===== src/rtl/ad9915_pkg.sv =====
// Shared constants and types for the AD9915 serial-port responder.
package ad9915_pkg;

   localparam int TRANSACTION_LENGTH = 40;
   localparam int INSTR_BITS         = 8;

   localparam logic [6:0] CFR1      = 7'h00;
   localparam logic [6:0] CFR2      = 7'h01;
   localparam logic [6:0] CFR3      = 7'h02;
   localparam logic [6:0] CFR4      = 7'h03;
   localparam logic [6:0] RAMP_LO   = 7'h04;
   localparam logic [6:0] RAMP_HI   = 7'h05;
   localparam logic [6:0] STEP_UP   = 7'h06;
   localparam logic [6:0] STEP_DN   = 7'h07;
   localparam logic [6:0] RAMP_RATE = 7'h08;

   typedef enum logic [1:0] {
      ST_INSTR   = 2'd0,
      ST_DATA_WR = 2'd1,
      ST_DATA_RD = 2'd2
   } resp_state_e;

endpackage


===== src/rtl/edge_sync.sv =====
// Multi-flop synchroniser for one asynchronous pin, with rise/fall detection
// on the synchronised level.
module edge_sync #(
   parameter int   SYNC_STAGES = 2,
   parameter logic RESET_VAL   = 1'b0
) (
   input  logic clk,
   input  logic rst_n,
   input  logic srst,
   input  logic din,
   output logic level,
   output logic rise,
   output logic fall
);

   logic [SYNC_STAGES-1:0] sync_r;
   logic                   prev_r;

   // synchroniser chain plus one delay flop for edge detection
   always_ff @(posedge clk or negedge rst_n) begin
      if (!rst_n) begin
         sync_r <= {SYNC_STAGES{RESET_VAL}};
         prev_r <= RESET_VAL;
      end else if (srst) begin
         sync_r <= {SYNC_STAGES{RESET_VAL}};
         prev_r <= RESET_VAL;
      end else begin
         sync_r <= {sync_r[SYNC_STAGES-2:0], din};
         prev_r <= sync_r[SYNC_STAGES-1];
      end
   end

   assign level = sync_r[SYNC_STAGES-1];
   assign rise  = sync_r[SYNC_STAGES-1] & ~prev_r;
   assign fall  = ~sync_r[SYNC_STAGES-1] & prev_r;

endmodule


===== src/rtl/ad9915_spi_responder.sv =====
// DDS serial-port emulator: decodes 40-bit instruction+data frames into a shadow
// register bank, commits shadow to active on IO_Update, and serves reads on SDO.
module ad9915_spi_responder
   import ad9915_pkg::*;
#(
   parameter int NUM_REGS    = 16,
   parameter int SYNC_STAGES = 2
) (
   input  logic        clk,
   input  logic        rst_n,
   input  logic        srst,
   input  logic        sclk,
   input  logic        ncs,
   input  logic        sdio,
   input  logic        sync_io,
   input  logic        io_update,
   output logic        sdo,
   input  logic [3:0]  rd_addr,
   output logic [31:0] rd_data,
   output logic        wr_valid,
   output logic [6:0]  wr_addr,
   output logic [31:0] wr_data,
   output logic        update,
   output logic        error
);

   localparam int         ADDR_W     = $clog2(NUM_REGS);
   localparam logic [5:0] INSTR_LAST = 6'(INSTR_BITS - 1);
   localparam logic [5:0] XFER_LAST  = 6'(TRANSACTION_LENGTH - 1);

   function automatic logic in_range(input logic [6:0] a);
      return {25'd0, a} < 32'(NUM_REGS);
   endfunction

   logic sclk_lvl_s, sclk_rise_s, sclk_fall_s, ncs_lvl_s, ncs_rise_s, ncs_fall_s;
   logic sync_lvl_s, sync_rise_s, sync_fall_s, upd_lvl_s, upd_rise_s, upd_fall_s;
   logic unused_s;

   edge_sync #(.SYNC_STAGES(SYNC_STAGES), .RESET_VAL(1'b0)) u_sclk (.clk(clk), .rst_n(rst_n), .srst(srst),
      .din(sclk), .level(sclk_lvl_s), .rise(sclk_rise_s), .fall(sclk_fall_s));
   edge_sync #(.SYNC_STAGES(SYNC_STAGES), .RESET_VAL(1'b1)) u_ncs (.clk(clk), .rst_n(rst_n), .srst(srst),
      .din(ncs), .level(ncs_lvl_s), .rise(ncs_rise_s), .fall(ncs_fall_s));
   edge_sync #(.SYNC_STAGES(SYNC_STAGES), .RESET_VAL(1'b0)) u_sync (.clk(clk), .rst_n(rst_n), .srst(srst),
      .din(sync_io), .level(sync_lvl_s), .rise(sync_rise_s), .fall(sync_fall_s));
   edge_sync #(.SYNC_STAGES(SYNC_STAGES), .RESET_VAL(1'b0)) u_upd (.clk(clk), .rst_n(rst_n), .srst(srst),
      .din(io_update), .level(upd_lvl_s), .rise(upd_rise_s), .fall(upd_fall_s));

   assign unused_s = ^{sclk_lvl_s, ncs_fall_s, sync_rise_s, sync_fall_s, upd_lvl_s, upd_fall_s};

   resp_state_e            state_r, state_n;
   logic [5:0]             cnt_r, cnt_n;
   logic [SYNC_STAGES-1:0] sdio_sync_r;
   logic [6:0]             addr_r;
   logic [31:0]            data_r, shift_r, rd_data_r, wr_data_r;
   logic [6:0]             wr_addr_r;
   logic                   commit_r, sdo_r, wr_valid_r, update_r, error_r;
   logic [31:0]            shadow_r [NUM_REGS];
   logic [31:0]            active_r [NUM_REGS];

   logic        rise_s, fall_s, abort_s, sdio_s, commit_ok_s;
   logic [7:0]  instr_next_s;
   logic [31:0] rd_word_s;
   logic        load_instr_s, shift_in_s, enter_rd_s, done_wr_s, shift_out_s;

   // SClk edges only count while the port is selected and not being resynced
   assign rise_s       = sclk_rise_s & ~ncs_lvl_s & ~sync_lvl_s;
   assign fall_s       = sclk_fall_s & ~ncs_lvl_s & ~sync_lvl_s;
   assign abort_s      = (sync_lvl_s | ncs_rise_s) & (cnt_r != 6'd0);
   assign sdio_s       = sdio_sync_r[SYNC_STAGES-1];
   assign instr_next_s = {addr_r, sdio_s};
   assign commit_ok_s  = commit_r & in_range(addr_r);
   assign rd_word_s    = in_range(instr_next_s[6:0]) ? active_r[instr_next_s[ADDR_W-1:0]] : 32'd0;

   // state and bit-counter register
   always_ff @(posedge clk or negedge rst_n) begin
      if (!rst_n) begin
         state_r <= ST_INSTR;
         cnt_r   <= 6'd0;
      end else if (srst) begin
         state_r <= ST_INSTR;
         cnt_r   <= 6'd0;
      end else begin
         state_r <= state_n;
         cnt_r   <= cnt_n;
      end
   end

   // next state; a read holds the counter at 7 so the fall right after the
   // instruction is skipped and the 32 data falls end on the 40th clock
   always_comb begin
      state_n = state_r;
      cnt_n   = cnt_r;
      if (abort_s) begin
         state_n = ST_INSTR;
         cnt_n   = 6'd0;
      end else begin
         case (state_r)
            ST_INSTR: begin
               if (rise_s && cnt_r == INSTR_LAST) begin
                  state_n = instr_next_s[7] ? ST_DATA_RD : ST_DATA_WR;
                  cnt_n   = instr_next_s[7] ? cnt_r : cnt_r + 6'd1;
               end else if (rise_s) begin
                  cnt_n = cnt_r + 6'd1;
               end else begin
                  cnt_n = cnt_r;
               end
            end
            ST_DATA_WR: begin
               if (rise_s && cnt_r == XFER_LAST) begin
                  state_n = ST_INSTR;
                  cnt_n   = 6'd0;
               end else if (rise_s) begin
                  cnt_n = cnt_r + 6'd1;
               end else begin
                  cnt_n = cnt_r;
               end
            end
            ST_DATA_RD: begin
               if (fall_s && cnt_r == XFER_LAST) begin
                  state_n = ST_INSTR;
                  cnt_n   = 6'd0;
               end else if (fall_s) begin
                  cnt_n = cnt_r + 6'd1;
               end else begin
                  cnt_n = cnt_r;
               end
            end
            default: begin
               state_n = ST_INSTR;
               cnt_n   = 6'd0;
            end
         endcase
      end
   end

   // datapath controls decoded from state; an abort suppresses all of them
   always_comb begin
      load_instr_s = 1'b0;
      shift_in_s   = 1'b0;
      enter_rd_s   = 1'b0;
      done_wr_s    = 1'b0;
      shift_out_s  = 1'b0;
      if (abort_s) begin
         load_instr_s = 1'b0;
      end else begin
         case (state_r)
            ST_INSTR: begin
               load_instr_s = rise_s;
               enter_rd_s   = rise_s & (cnt_r == INSTR_LAST) & instr_next_s[7];
            end
            ST_DATA_WR: begin
               shift_in_s = rise_s;
               done_wr_s  = rise_s & (cnt_r == XFER_LAST);
            end
            ST_DATA_RD: shift_out_s = fall_s & (cnt_r != INSTR_LAST);
            default:    load_instr_s = 1'b0;
         endcase
      end
   end

   // serial shifters and registered strobes
   always_ff @(posedge clk or negedge rst_n) begin
      if (!rst_n) begin
         sdio_sync_r <= '0;
         addr_r      <= 7'd0;
         data_r      <= 32'd0;
         shift_r     <= 32'd0;
         sdo_r       <= 1'b0;
         commit_r    <= 1'b0;
         wr_valid_r  <= 1'b0;
         wr_addr_r   <= 7'd0;
         wr_data_r   <= 32'd0;
         update_r    <= 1'b0;
         error_r     <= 1'b0;
      end else if (srst) begin
         sdio_sync_r <= '0;
         addr_r      <= 7'd0;
         data_r      <= 32'd0;
         shift_r     <= 32'd0;
         sdo_r       <= 1'b0;
         commit_r    <= 1'b0;
         wr_valid_r  <= 1'b0;
         wr_addr_r   <= 7'd0;
         wr_data_r   <= 32'd0;
         update_r    <= 1'b0;
         error_r     <= 1'b0;
      end else begin
         sdio_sync_r <= {sdio_sync_r[SYNC_STAGES-2:0], sdio};
         commit_r    <= done_wr_s;
         if (load_instr_s) addr_r <= instr_next_s[6:0];
         if (shift_in_s)   data_r <= {data_r[30:0], sdio_s};
         if (enter_rd_s) begin
            shift_r <= rd_word_s;
            sdo_r   <= rd_word_s[31];
         end else if (shift_out_s) begin
            shift_r <= shift_r << 1;
            sdo_r   <= shift_r[30];
         end
         wr_valid_r <= commit_ok_s;
         if (commit_ok_s) begin
            wr_addr_r <= addr_r;
            wr_data_r <= data_r;
         end
         update_r <= upd_rise_s;
         error_r  <= abort_s | (commit_r & ~in_range(addr_r))
                   | (enter_rd_s & ~in_range(instr_next_s[6:0]));
      end
   end

   // register banks; a write committing with IO_Update is forwarded into the copy
   always_ff @(posedge clk or negedge rst_n) begin
      if (!rst_n) begin
         for (int i = 0; i < NUM_REGS; i++) begin
            shadow_r[i] <= 32'd0;
            active_r[i] <= 32'd0;
         end
         rd_data_r <= 32'd0;
      end else if (srst) begin
         for (int i = 0; i < NUM_REGS; i++) begin
            shadow_r[i] <= 32'd0;
            active_r[i] <= 32'd0;
         end
         rd_data_r <= 32'd0;
      end else begin
         if (commit_ok_s) shadow_r[addr_r[ADDR_W-1:0]] <= data_r;
         if (upd_rise_s) begin
            for (int i = 0; i < NUM_REGS; i++) begin
               if (commit_ok_s && addr_r[ADDR_W-1:0] == ADDR_W'(i)) active_r[i] <= data_r;
               else                                                active_r[i] <= shadow_r[i];
            end
         end
         rd_data_r <= in_range({3'b000, rd_addr}) ? active_r[rd_addr[ADDR_W-1:0]] : 32'd0;
      end
   end

   assign sdo      = sdo_r;
   assign rd_data  = rd_data_r;
   assign wr_valid = wr_valid_r;
   assign wr_addr  = wr_addr_r;
   assign wr_data  = wr_data_r;
   assign update   = update_r;
   assign error    = error_r;

endmodule


===== config.mk =====
export PLATFORM = sky130hd
export DESIGN_NAME = ad9915_spi_responder
export DESIGN_NICKNAME = d
export VERILOG_FILES = /design/src/rtl/ad9915_pkg.sv /design/src/rtl/edge_sync.sv /design/src/rtl/ad9915_spi_responder.sv
export SDC_FILE = /design/constraint.sdc
export NUM_CORES = 2
export LEC_CHECK = 0
export CAP_MARGIN = 10
export CORE_UTILIZATION = 63
export CTS_CLUSTER_SIZE = 30
export DETAILED_ROUTE_END_ITERATION = 16
export PLACE_DENSITY = 0.84
export SYNTH_ARGS = -nofsm -noshare
export SYNTH_HDL_FRONTEND = slang
export SYNTH_SLANG_ARGS = --single-unit

===== constraint.sdc =====
create_clock -name clk -period 2.5 [get_ports clk]
set_input_delay 0.5 -clock clk [delete_from_list [all_inputs] [get_ports clk]]
set_output_delay 0.5 -clock clk [all_outputs]
set_load 0.05 [all_outputs]

==> impl_metrics.ini <==
[finish]
num_antenna_cells = 0
drive_gt1_share_pct = 15.45
design_area_um2 = 61710
instances_no_fill = 5883
area_delta_synth_final_pct = 12.58
nNetsFinal = 4656

[clock_tree]
clk_latency_ns = 0.69
root_buffer = clkbuf_16
cts.path.max_buffers = 3
path_clk_slew_ns = 0.06
post-cts-setup-buffers = 0
numClockSinks = 1191
htreeDepth = 3
cts_tree = yes
cts_buffers = 115

[global_route]
grt_pass1_vias = 40414
antenna_found_initial = 0
grt_pass1_wl_mm = 238.2
met1_usage_pct = 47.49
gr-usage-met2_pct = 53.82
use_met3_pct = 7.340
grtUsageTotal_pct = 34.92
top_usage_layer = met2
grt_overflow = 0
grt_max_degree = 235

[logic_synthesis]
synth_edf_count = 0
syn_nets = 4757
synth_xor_xnor_area_share_pct = 0
synth_adder_area_share_pct = 0.04565
synth_cell_type_count = 58
synth_area_um2 = 54820
synth-seq-cells = 1191
synthFlopType = dfrtp_1
synth_compound_area_share_pct = 10.57
ys_warn_count = 0
ys_seq_area_share_pct = 54.38
syn_inst = 4743
yosys.area_share.simple_pct = 10.36
async_reset_ff_share_pct = 100.0
synth_top_family_by_area = multiplexers
synth_mux_area_share_pct = 21.04
avgSynthCellArea_um2 = 11.56

[power_and_ir_drop]
swShare_pct = 23.75
ir_drop_uv = 483.9
total_power_uw = 41120
seqPwrFrac_pct = 48.9
p_leak_uw = 0.02805
p_sw_uw = 9767
p_clk_share_pct = 44.1
p_per_area_nw_per_um2 = 666.4
pwr-share-comb_pct = 7.0
p_int_uw = 31360

[routing]
via_count = 39718
wirelength_mm = 152.0
drc = 0
dr.first_iter.drc_count = 4755
via_per_inst = 6.751
drt-pass1-iter-count = 7
detail-route-antenna-nets = 0
routedWlPerCell_um = 25.84

[floorplan]
die_y_um = 297.0
num_rows = 107
dieArea_um2 = 88190
die_w_um = 297.0
initial_core_util_pct = 63.97
core_area_um2 = 85680
io_pins = 87

[setup_path]
crit_family = buffers and inverters
critPathKind = reg2out
r2r_end = shift_r[16]
critPathRequiredTime_ns = 2.00
cp-start-kind = flip-flop
arrival_ns = 1.96
crit_path_cell_trace = clkdlybuf4s50_1
r2r_setup_slack_ns = 0.10
reg2regPathDepth = 6
cp-end-kind = primary output
critPathMaxFanout = 1
cp_slowest_stage_delay_ns = 0.85
slowest_stage = clkdlybuf4s50_1
r2r_start = cnt_r[5]
cp.buffers_inverters = 1

[timing]
fin_ws_ns = 0.04087
slew_headroom_pct = 24.40
min_period_over_period_pct = 98.37
worst_pin_slew_ns = 1.134
max_freq_ghz = 0.4066
rsz0062_at_grt = no
layout_min_cycle_time_ns = 2.459
finalSetupViolCount = 0
report.final.slew_viol_count = 0
fin_tns_setup_ns = 0
finalHoldViolations = 0
fin_worst_skew_ns = 0.02513

[outcome]
status = finished clean

[place]
routabilityCongestion = 0.8480
dp.cells = 5668
hpwl_mm = 86.59
placed_area_um2 = 57770
preCtsSetupSlack_ns = 0.1307
port_buffers = 86

[worst_hold_path]
min_path_cells = 2
hold-path-endpoint = shadow_r[282]
hold_path_startpoint = srst
hold_path.class = in2reg

[flow_run]
cap_violations = 0
[layout by cell type, fill, tap and decap left out, types with 23 or more instances in the layout]
master | netlist | routed
o221ai_1 | 30 | 30
buf_12 | 0 | 87
nor2b_1 | 78 | 76
nand3_1 | 42 | 42
o22ai_1 | 31 | 31
clkdlybuf4s50_1 | 0 | 75
mux2i_1 | 574 | 574
nand2_1 | 167 | 156
mux2_2 | 62 | 62
dfrtp_1 | 1188 | 1185
a211oi_1 | 512 | 512
clkbuf_1 | 350 | 25
clkbuf_16 | 0 | 117
buf_4 | 3 | 94
o21ai_0 | 37 | 37
a21bo_2 | 28 | 28
a22o_1 | 30 | 30
nor2_1 | 1067 | 1064
a21oi_1 | 108 | 108
clkbuf_8 | 0 | 23
mux4_2 | 226 | 226
clkinv_2 | 0 | 26
[registers in the layout, indices dropped and copies added, names as in the netlist, 2 cells and up]
register,flops
active_r,512
addr_r,7
cnt_r,6
data_r,32
rd_data,32
sdio_sync_r,2
shadow_r,512
shift_r,31
state_r,2
u_ncs.sync_r,2
u_sclk.sync_r,2
u_sync.sync_r,2
u_upd.sync_r,2
wr_addr,7
wr_data,32
[timing repair]
item	in CTS	in global routing
resized for setup	4	0
hold buffers	1	0
endpoints found under the hold margin	29	0
endpoints found under the setup margin	4	0
[stage by stage]
| step | util [%] | hold WS, ns |
|---|---|---|
| CTS | 72.02 | 0.1590 |
| global route | 72.02 | 0.1835 |
| detailed placement | 67.42 | 0.4186 |
| floorplan | - | 0.2044 |
| finish | 72.02 | 0.1900 |
| global placement | 67.42 | 0.4208 |
[synthesized netlist by cell type (all sizes together) (2+ instances only)]
library cell,count,area (um^2)
a21oi,108,540.5
mux4,226,5090
clkbuf,351,1319
o2bb2ai,3,26.28
dfstp,3,78.83
a32oi,2,17.52
nand4,2,12.51
dfrtp,1188,29730
mux2,62,698.2
nor2,1067,4005
mux2i,574,5746
and3,4,25.02
nor4,5,61.31
o221ai,30,262.8
o31a,2,17.52
nor3,9,55.05
buf,132,634.3
a211oi,512,3844
nor3b,2,15.01
ha,2,25.02
and2,6,37.54
nor4b,3,38.79
inv,6,22.52
o22ai,31,193.9
o211ai,3,22.52
nand2b,2,12.51
nor2b,78,488.0
nand2,167,626.9
nand3,42,210.2
or3,4,30.03
o21ai,37,185.2
a31oi,3,18.77
or2,3,18.77
a22o,30,262.8
a21bo,30,300.3
[area by class of cell]
class / count / area [um^2]
Sequential cell: 1191 / 29820
Fill cell: 5346 / 23970
Multi-Input combinational cell: 3063 / 23210
Clock buffer: 165 / 3338
Timing Repair Buffer: 265 / 3289
Tap cell: 1144 / 1431
Clock inverter: 49 / 595.6
Inverter: 6 / 22.52
[cell families (layout without fill, tap and decap cells)]
logic type	Yosys count	count (layout)
fa+ha+maj	2	2
mux	862	862
simple gates	1398	1398
buf+inv	489	485
compound gates	801	801
flops	1191	1191
[metal layers]
| metal | part of all wire (%) | vias up |
|---|---|---|
| met5 | 0 | - |
| met4 | 5.6 | 0 |
| met3 | 9.9 | 548 |
| met1 | 38 | 20217 |
| met2 | 47 | 2284 |
| li1 | - | 16669 |
[worst max path at each step]
stage,start,endpoint,cells past startpoint
after detailed placement,addr_r[5],active_r[371],7
after global placement,cnt_r[4],shift_r[5],6
final,rd_data[9],rd_data[9],1
after global routing,rd_data[11],rd_data[11],1
after CTS,rd_data[13],rd_data[13],1
after floorplan,rd_addr[0],rd_data[11],5
[power by group through the flow]
stage          logic [uW]  registers (uW)  clock network, uW
3_3_place_gp         2740           20400                  0
6_report             2870           20100              18100
4_1_cts              2870           20100              18200
3_5_place_dp         2830           20400                  0
2_1_floorplan        1740           20400                  0
5_1_grt              3120           20200              19000
(Power assumes the default switching activity.)
